## config.mk

```make
export PLATFORM = sky130hd
export DESIGN_NAME = wb_select_stage
export DESIGN_NICKNAME = d
export VERILOG_FILES = /design/src/rtl/wb_select_stage.sv
export SDC_FILE = /design/constraint.sdc
export NUM_CORES = 1
export LEC_CHECK = 0
export BUFFER_PORTS_ARGS = -buffer_cell sky130_fd_sc_hd__buf_2
export CAP_MARGIN = 5
export CORE_MARGIN = 5
export CORE_UTILIZATION = 45
export DETAILED_ROUTE_END_ITERATION = 10
export GPL_TIMING_DRIVEN = 0
export PLACE_DENSITY = 0.83
export SYNTH_ARGS = -nofsm -noshare
export SYNTH_HDL_FRONTEND = slang
export SYNTH_SLANG_ARGS = --single-unit
```

## constraint.sdc

```tcl
create_clock -name clk -period 1.9 [get_ports clk]
set_input_delay 0 -clock clk [delete_from_list [all_inputs] [get_ports clk]]
set_output_delay 0 -clock clk [all_outputs]
set_load 0.05 [all_outputs]
```

## src/rtl/wb_select_stage.sv

```systemverilog
// wb_select_stage: registered writeback-select stage feeding the register file.
//
// Selects the write data from one of four sources (ALU, load data, PC+4,
// immediate), extends byte/half loads, and waits on a variable-latency memory
// response before writing. All outputs are registered.
//
// Ports:
//   clk, rst        clock and synchronous active-high reset
//   in_valid        writeback request valid this cycle
//   wb_sel          source select: 0=ALU 1=MEM 2=PC+4 3=IMM
//   alu_result      ALU result
//   pc_plus4        link value
//   imm             immediate
//   rd_addr         destination register
//   reg_write       request actually writes the register file
//   load_size       0=byte 1=half 2,3=word
//   load_unsigned   1=zero-extend, 0=sign-extend
//   byte_off        load address bits [1:0]
//   mem_rdata       memory read data
//   mem_rvalid      mem_rdata valid this cycle
//   flush           abort pending/incoming request
//   rf_we           register-file write enable
//   rf_waddr        register-file write address
//   rf_wdata        register-file write data
//   stall           high while waiting on memory
//   err             one-cycle pulse on load timeout
module wb_select_stage #(
    parameter int unsigned W       = 32,
    parameter int unsigned AW      = 5,
    parameter int unsigned TIMEOUT = 16
) (
    input  logic          clk,
    input  logic          rst,
    input  logic          in_valid,
    input  logic [1:0]    wb_sel,
    input  logic [W-1:0]  alu_result,
    input  logic [W-1:0]  pc_plus4,
    input  logic [W-1:0]  imm,
    input  logic [AW-1:0] rd_addr,
    input  logic          reg_write,
    input  logic [1:0]    load_size,
    input  logic          load_unsigned,
    input  logic [1:0]    byte_off,
    input  logic [W-1:0]  mem_rdata,
    input  logic          mem_rvalid,
    input  logic          flush,
    output logic          rf_we,
    output logic [AW-1:0] rf_waddr,
    output logic [W-1:0]  rf_wdata,
    output logic          stall,
    output logic          err
);

    localparam int unsigned CW = (TIMEOUT > 1) ? $clog2(TIMEOUT) : 1;
    localparam logic [CW-1:0] CntLast = CW'(TIMEOUT - 1);

    typedef enum logic [0:0] {StIdle, StWait} state_e;

    state_e          state_q, state_d;
    logic [CW-1:0]   cnt_q, cnt_d;
    logic [AW-1:0]   lat_rd_q, lat_rd_d;
    logic            lat_rw_q, lat_rw_d;
    logic [1:0]      lat_size_q, lat_size_d;
    logic            lat_uns_q, lat_uns_d;
    logic [1:0]      lat_off_q, lat_off_d;
    logic            rf_we_q, rf_we_d;
    logic [AW-1:0]   rf_waddr_q, rf_waddr_d;
    logic [W-1:0]    rf_wdata_q, rf_wdata_d;
    logic            err_q, err_d;

    // Extension works on the low 32 bits only; upper bits of wider buses are
    // filled with the extension bit.
    function automatic logic [W-1:0] load_ext(input logic [31:0] word,
                                              input logic [1:0]  size,
                                              input logic        uns,
                                              input logic [1:0]  off);
        logic [7:0]   b;
        logic [15:0]  h;
        logic [W-1:0] r;
        case (off)
            2'd0:    b = word[7:0];
            2'd1:    b = word[15:8];
            2'd2:    b = word[23:16];
            default: b = word[31:24];
        endcase
        h = off[1] ? word[31:16] : word[15:0];
        case (size)
            2'd0: begin
                r       = {W{~uns & b[7]}};
                r[7:0]  = b;
            end
            2'd1: begin
                r       = {W{~uns & h[15]}};
                r[15:0] = h;
            end
            default: begin
                r       = {W{~uns & word[31]}};
                r[31:0] = word;
            end
        endcase
        return r;
    endfunction

    logic [W-1:0] src_data;

    always_comb begin
        case (wb_sel)
            2'd2:    src_data = pc_plus4;
            2'd3:    src_data = imm;
            default: src_data = alu_result;
        endcase
    end

    always_comb begin
        state_d    = state_q;
        cnt_d      = cnt_q;
        lat_rd_d   = lat_rd_q;
        lat_rw_d   = lat_rw_q;
        lat_size_d = lat_size_q;
        lat_uns_d  = lat_uns_q;
        lat_off_d  = lat_off_q;
        rf_we_d    = 1'b0;
        rf_waddr_d = rf_waddr_q;
        rf_wdata_d = rf_wdata_q;
        err_d      = 1'b0;

        unique case (state_q)
            StIdle: begin
                if (in_valid && !flush) begin
                    if (wb_sel != 2'd1) begin
                        rf_we_d    = reg_write && (rd_addr != '0);
                        rf_waddr_d = rd_addr;
                        rf_wdata_d = src_data;
                    end else if (mem_rvalid) begin
                        rf_we_d    = reg_write && (rd_addr != '0);
                        rf_waddr_d = rd_addr;
                        rf_wdata_d = load_ext(mem_rdata[31:0], load_size, load_unsigned,
                                              byte_off);
                    end else begin
                        lat_rd_d   = rd_addr;
                        lat_rw_d   = reg_write;
                        lat_size_d = load_size;
                        lat_uns_d  = load_unsigned;
                        lat_off_d  = byte_off;
                        cnt_d      = '0;
                        state_d    = StWait;
                    end
                end
            end
            StWait: begin
                if (flush) begin
                    // Abort drops any same-cycle response silently.
                    state_d = StIdle;
                end else if (mem_rvalid) begin
                    rf_we_d    = lat_rw_q && (lat_rd_q != '0);
                    rf_waddr_d = lat_rd_q;
                    rf_wdata_d = load_ext(mem_rdata[31:0], lat_size_q, lat_uns_q, lat_off_q);
                    state_d    = StIdle;
                end else if (cnt_q == CntLast) begin
                    err_d   = 1'b1;
                    state_d = StIdle;
                end else begin
                    cnt_d = cnt_q + 1'b1;
                end
            end
            default: state_d = StIdle;
        endcase
    end

    always_ff @(posedge clk) begin
        if (rst) begin
            state_q    <= StIdle;
            cnt_q      <= '0;
            lat_rd_q   <= '0;
            lat_rw_q   <= 1'b0;
            lat_size_q <= 2'd0;
            lat_uns_q  <= 1'b0;
            lat_off_q  <= 2'd0;
            rf_we_q    <= 1'b0;
            rf_waddr_q <= '0;
            rf_wdata_q <= '0;
            err_q      <= 1'b0;
        end else begin
            state_q    <= state_d;
            cnt_q      <= cnt_d;
            lat_rd_q   <= lat_rd_d;
            lat_rw_q   <= lat_rw_d;
            lat_size_q <= lat_size_d;
            lat_uns_q  <= lat_uns_d;
            lat_off_q  <= lat_off_d;
            rf_we_q    <= rf_we_d;
            rf_waddr_q <= rf_waddr_d;
            rf_wdata_q <= rf_wdata_d;
            err_q      <= err_d;
        end
    end

    assign rf_we    = rf_we_q;
    assign rf_waddr = rf_waddr_q;
    assign rf_wdata = rf_wdata_q;
    assign err      = err_q;
    assign stall    = (state_q == StWait);

endmodule

```

Yosys cells after proc, flatten, opt, wreduce, memory -nomap -nowiden
Index checks and enable logic that the tools add are counted.
{"block": "word_totals", "memories": 0, "out_inout_bits": 40, "ramBits": 0, "in_bits": 146, "romBits": 0, "latchBits": 0, "reg_bits": 55, "wordCells": 100}
{"block": "op_classes", "magnitude_cmp": 0, "shift": 0, "add_sub_neg": 1, "n_mux": 47, "div_mod_pow": 0, "n_eq_ne": 18, "multipliers": 0, "bitwise": 9, "n_reduce_logical": 14}
{"cell": "$pmux 32 s2", "n": 4}
{"cell": "$mux 32", "n": 5}
{"cell": "$mux 8", "n": 7}
{"cell": "$pmux 8 s3", "n": 2}
{"cell": "$mux 16", "n": 2}
{"cell": "$mux 5", "n": 5}
{"cell": "$mux 4", "n": 6}
{"cell": "$ne 2x2->1 const B", "n": 7}
{"cell": "$mux 1", "n": 12}
{"cell": "$pmux 5 s2", "n": 1}
{"cell": "$reduce_bool 5->1", "n": 2}
{"cell": "$eq 2x1->1 const B", "n": 4}
{"cell": "$eq 2x2->1 const B", "n": 4}
{"cell": "$logic_not 2->1", "n": 4}
{"cell": "$pmux 4 s2", "n": 1}
{"cell": "$reduce_and 4->1", "n": 2}
{"cell": "$reduce_and 6->1", "n": 1}
{"cell": "$not 1->1", "n": 5}
{"cell": "$add 4x1->4 const B", "n": 1}
{"cell": "$and 1x1->1", "n": 4}
{"cell": "$eq 4x4->1 const B", "n": 1}
{"cell": "$pmux 1 s2", "n": 2}
{"cell": "$reduce_or 4->1", "n": 1}
{"cell": "$logic_and 1x1->1", "n": 3}
{"cell": "other kinds (3)", "n": 3}

Longest topological paths before layout
{"block": "logic_depth", "ltp_word": 12, "depth_mapped": 8, "ltp_nobuf": 6}

Worst setup path before layout
Ideal clock, no wire load.
{"block": "synth_timing", "path_kind": "flip-flop to flip-flop", "start": "register state_q, in the netlist stall", "end": "register rf_wdata_q[10], in the netlist rf_wdata[10]", "arrival_time_ps": 1695, "n_path_buf": 2, "synth_period_minus_slack_ps": 1784, "required_time_ps": 1812, "stages_incl_launch_ff": 6, "setup_slack_ps": 116, "setup_ps": 88, "cell_sequence": "dfxtp_1 > buf_2 > inv_1 > clkbuf_1 > a22o_1 > a311oi_2"}
{"block": "synth_via", "elab_chain_len": 3, "elab_cells_between_ends": 7, "cone_classes": "eq/ne: 4; mux: 1; bitwise: 1; reduce/logical: 1"}
{"item": "start, declared", "line_no": "59", "rtl": "state_e state_q, state_d;"}
{"item": "start signal, assigned", "line_no": "172", "rtl": "state_q <= StIdle;"}
{"item": "start signal, assigned", "line_no": "184", "rtl": "state_q <= state_d;"}
{"item": "$not 1->1"}
{"item": "$ne 3x3->1 (no source line) / $ne 2x2->1 (equally long branches)"}
{"item": "$reduce_and 4->1 (no source line)"}
{"item": "end signal, assigned", "line_no": "193", "rtl": "rf_wdata_q <= rf_wdata_d;"}
{"item": "end, declared", "line_no": "68", "rtl": "logic [W-1:0] rf_wdata_q, rf_wdata_d;"}
Several ways; a longest one is shown, not always the timed one.
A chain may end at the register's enable or synchronous reset.

Worst setup path in the final report
{"block": "layout_timing", "start": "register lat_off_q[1]", "end": "register rf_wdata_q[24], in the netlist rf_wdata[24]"}
{"block": "layout_via", "elab_chain_len": 10, "elab_cells_between_ends": 14, "cone_classes": "eq/ne: 2; mux: 9; bitwise: 2; reduce/logical: 1"}
{"item": "start, declared", "line_no": "65", "rtl": "logic [1:0] lat_off_q, lat_off_d;"}
{"item": "start signal, assigned", "line_no": "190", "rtl": "lat_off_q <= lat_off_d;"}
{"item": "$eq 2x2->1 (tied with other cells)", "line_no": "80", "rtl": "case (off)"}
{"item": "$pmux 8 s3", "line_no": "80"}
{"item": "$mux 8", "line_no": "154", "rtl": "end else if (mem_rvalid) begin"}
{"item": "$mux 8", "line_no": "151", "rtl": "if (flush) begin"}
{"item": "$mux 8", "line_no": "127", "rtl": "unique case (state_q)"}
{"item": "$and 1x1->1", "line_no": "89", "rtl": "r = {W{~uns & b[7]}};"}
{"item": "$pmux 32 s2 (*)", "line_no": "87", "rtl": "case (size)"}
{"item": "$mux 32 (*)", "line_no": "154"}
{"item": "$mux 32 (*)", "line_no": "151"}
{"item": "$pmux 32 s2 (*)", "line_no": "127"}
Every way passes the cells marked *; elsewhere a longest branch is shown, timed or not. The select of a mux whose other input is x is not followed.

==> impl_metrics.toml <==
[die]
die_w_um = 109
die_h_um = 109
rows = 36
fp.dieArea_mm2 = 0.0119
core-area_mm2 = 0.00968
io-pin-count = 186
initial_core_util_pct = 45.8

[final_layout]
layout-drive-gt1-share_pct = 34.1
nets = 911
fillers = 886
fin_cells = 899
final_area_mm2 = 0.00571
final_common_cell = "buf_2"
area_growth_pct = 28.7
layout_common_cells = "buf_2 (198), nand2_1 (68), a21oi_1 (59)"

[setup_path]
worst-path-max-fanout = 8
crit_type = "reg2reg"
timing.rr.start = "lat_off_q[1]"
path_cells = "buf_4 > mux4_2 > a21oi_4 > a221oi_1 > a211o_1"
crit_start = "lat_off_q[1]"
crit_arrival_ns = 2.10
critical_path.max_stage_delay_ns = 0.55
critical-path-top-delay-family = "compound AO/OA/AOI/OAI gates"
cp-start-kind = "flip-flop"
cpMaxStageDelayCell = "mux4_2"
worst-path-buf-inv = 1
cp-end-kind = "flip-flop"
critPathRequiredTime_ns = 2.12

[timing]
layout_worst_path_cycle_share_pct = 99.1
hold_viol_final = 0
max_slew_margin_pct = 53.2
final.setup.worst_slack_ns = 0.0171
setup_viol = 0
tns_ns = 0
timing.fmax_mhz = 531
tightest_slew_ns = 0.702
fin_skew_ns = 0.00684
period_needed_ns = 1.88
rsz0062_at_grt = "true"
maxSlewViolCount = 0

[routing]
num_vias = 5479
wl_per_cell_um = 20.1
drt-total-wl_um = 18100
vias_per_cell = 6.09
drc = 0
drtAntennaViolNets = 0
dr.first_iter.drc_count = 618
first_pass_iters = 5

[synth]
synth_area_mm2 = 0.00444
netlist_instances = 568
ys.flop_type = "dfxtp_1"
syn_nets = 715
ys_ff_latch = 55
synthArstFlopShare_pct = 0
ys_types = 62
yosysWarnings = 0
synth_seq_area_share_pct = 24.8
syn_avg_cell_area_um2 = 7.81
synth_edf_count = 0

[place]
place_congestion = 0.953
portBuffers = 179
place_area_mm2 = 0.00550
place_inst = 880
pre_cts_ws_ns = -0.0245
dpl.hpwl_um = 14400

[power_and_ir_drop]
p_per_area_mw_per_mm2 = 541
ir_drop_uv = 277
p_leak_nw = 2.42
fin_total_pwr_mw = 3.09

[job]
maxCapViolCount = 0

[grt]
grt_max_degree = 18
grt_pass1_wl_um = 27400
grt.total_usage_pct = 29.6
antenna_found_initial = 0
overflow = 0
grt_pass1_vias = 5302

[min_path]
min_path_type = "in2reg"
worstHoldStart = "mem_rdata[6]"

[clock_tree]
clk_pin_slew_ns = 0.10
cts_root_buffer = "clkbuf_8"
clk_path_buf_depth = 2
cts_tree = "done"
clk_latency_ns = 0.32
h-tree-depth = 2
clock_sinks = 55
numCtsBuffers = 5
postCtsSetupRepairBufs = 0

[run_status]
status = "finished, final reports clean"
## report_power, final
group	total, mW	internal [mW]	switching [mW]
clock	0.688	0.266	0.422
combinational	1.15	0.424	0.724
sequential	1.25	1.22	0.0362
total	3.09	1.91	1.18
## sequential cells by signal, indices dropped and copies added, names as in the netlist, 2 cells and up
register,count
rf_wdata,32
lat_off_q,2
lat_size_q,2
lat_rd_q,5
cnt_q,4
rf_waddr,5
## final timing paths
path / end / slack (ns) / cells past startpoint
hold / removal: rf_wdata[6] / 0.05 / 3
setup / recovery: rf_wdata[24] / 0.02 / 5
hold reg to reg: lat_uns_q / 0.47 / 2
setup reg to reg: rf_wdata[24] / 0.02 / 5
## worst min-delay path: stages
cell,delay (ns)
buf_2,0.10
o221ai_1,0.12
o2bb2ai_1,0.13
## cells by family (layout without fill, tap and decap cells)
kind of cell | Yosys count | in the layout | share of synthesized area [%]
AOI/OAI and AO/OA | 213 | 213 | 35.3
xor gates and xnor gates | 3 | 3 | 0.592
adders and majority gates | 1 | 1 | 0.282
buffers and inverters | 60 | 257 | 6.29
DFF | 55 | 55 | 24.8
muxes | 53 | 53 | 13.1
other | 0 | 1 | 0
and+or+nand+nor | 183 | 183 | 19.7
## per-layer routing
metal / global-route usage, % / part of all wire [%] / up-vias
li1: - / - / 2562
met1: 37.0 / 39 / 2558
met2: 49.7 / 47 / 311
met3: 5.86 / 10 / 48
met4: 12.5 / 3.4 / 0
met5: 0 / 0 / -
## synthesized netlist by cell type, types with 8 or more instances
cell type | instances | area [um2]
mux2_2 | 19 | 214
o21ai_0 | 11 | 55.1
a221oi_1 | 8 | 70.1
clkbuf_1 | 22 | 82.6
dfxtp_1 | 55 | 1100
nand3_1 | 10 | 50.1
buf_2 | 20 | 100
nand2_1 | 68 | 255
nand4_1 | 10 | 62.6
nor2_1 | 53 | 199
a21oi_1 | 59 | 295
a22oi_1 | 20 | 150
o22ai_1 | 13 | 81.3
a22o_1 | 18 | 158
a211o_1 | 8 | 70.1
mux2i_1 | 32 | 320
## cell type report
| type | instances | area [um2] | area share, % |
|---|---|---|---|
| inverters | 6 | 22.5 | 0.394 |
| diodes | 1 | 2.50 | 0.0438 |
| plain buffers | 54 | 263 | 4.60 |
| multi-input cells | 453 | 3070 | 53.8 |
| clock buffers | 6 | 72.6 | 1.27 |
| clock inverters | 2 | 16.3 | 0.285 |
| repair buffers | 189 | 996 | 17.4 |
| flip-flops and latches | 55 | 1100 | 19.3 |
| well taps | 133 | 166 | 2.91 |
## stage by stage
step | hold slack, ns | utilization [%]
2_1_floorplan | 0.0787 | -
3_3_place_gp | 0.260 | 56.8
3_5_place_dp | 0.276 | 56.8
4_1_cts | 0.0355 | 58.8
5_1_grt | 0.0327 | 58.9
6_report | 0.0535 | 59.0
## what timing repair did
item	in CTS	in global routing
endpoints found under the setup margin	6	15
hold buffers	10	0
hold endpoints to repair	10	0
gates cloned	0	0
resized for setup	2	9
pin swaps	1	1
(Power assumes the default switching activity.)
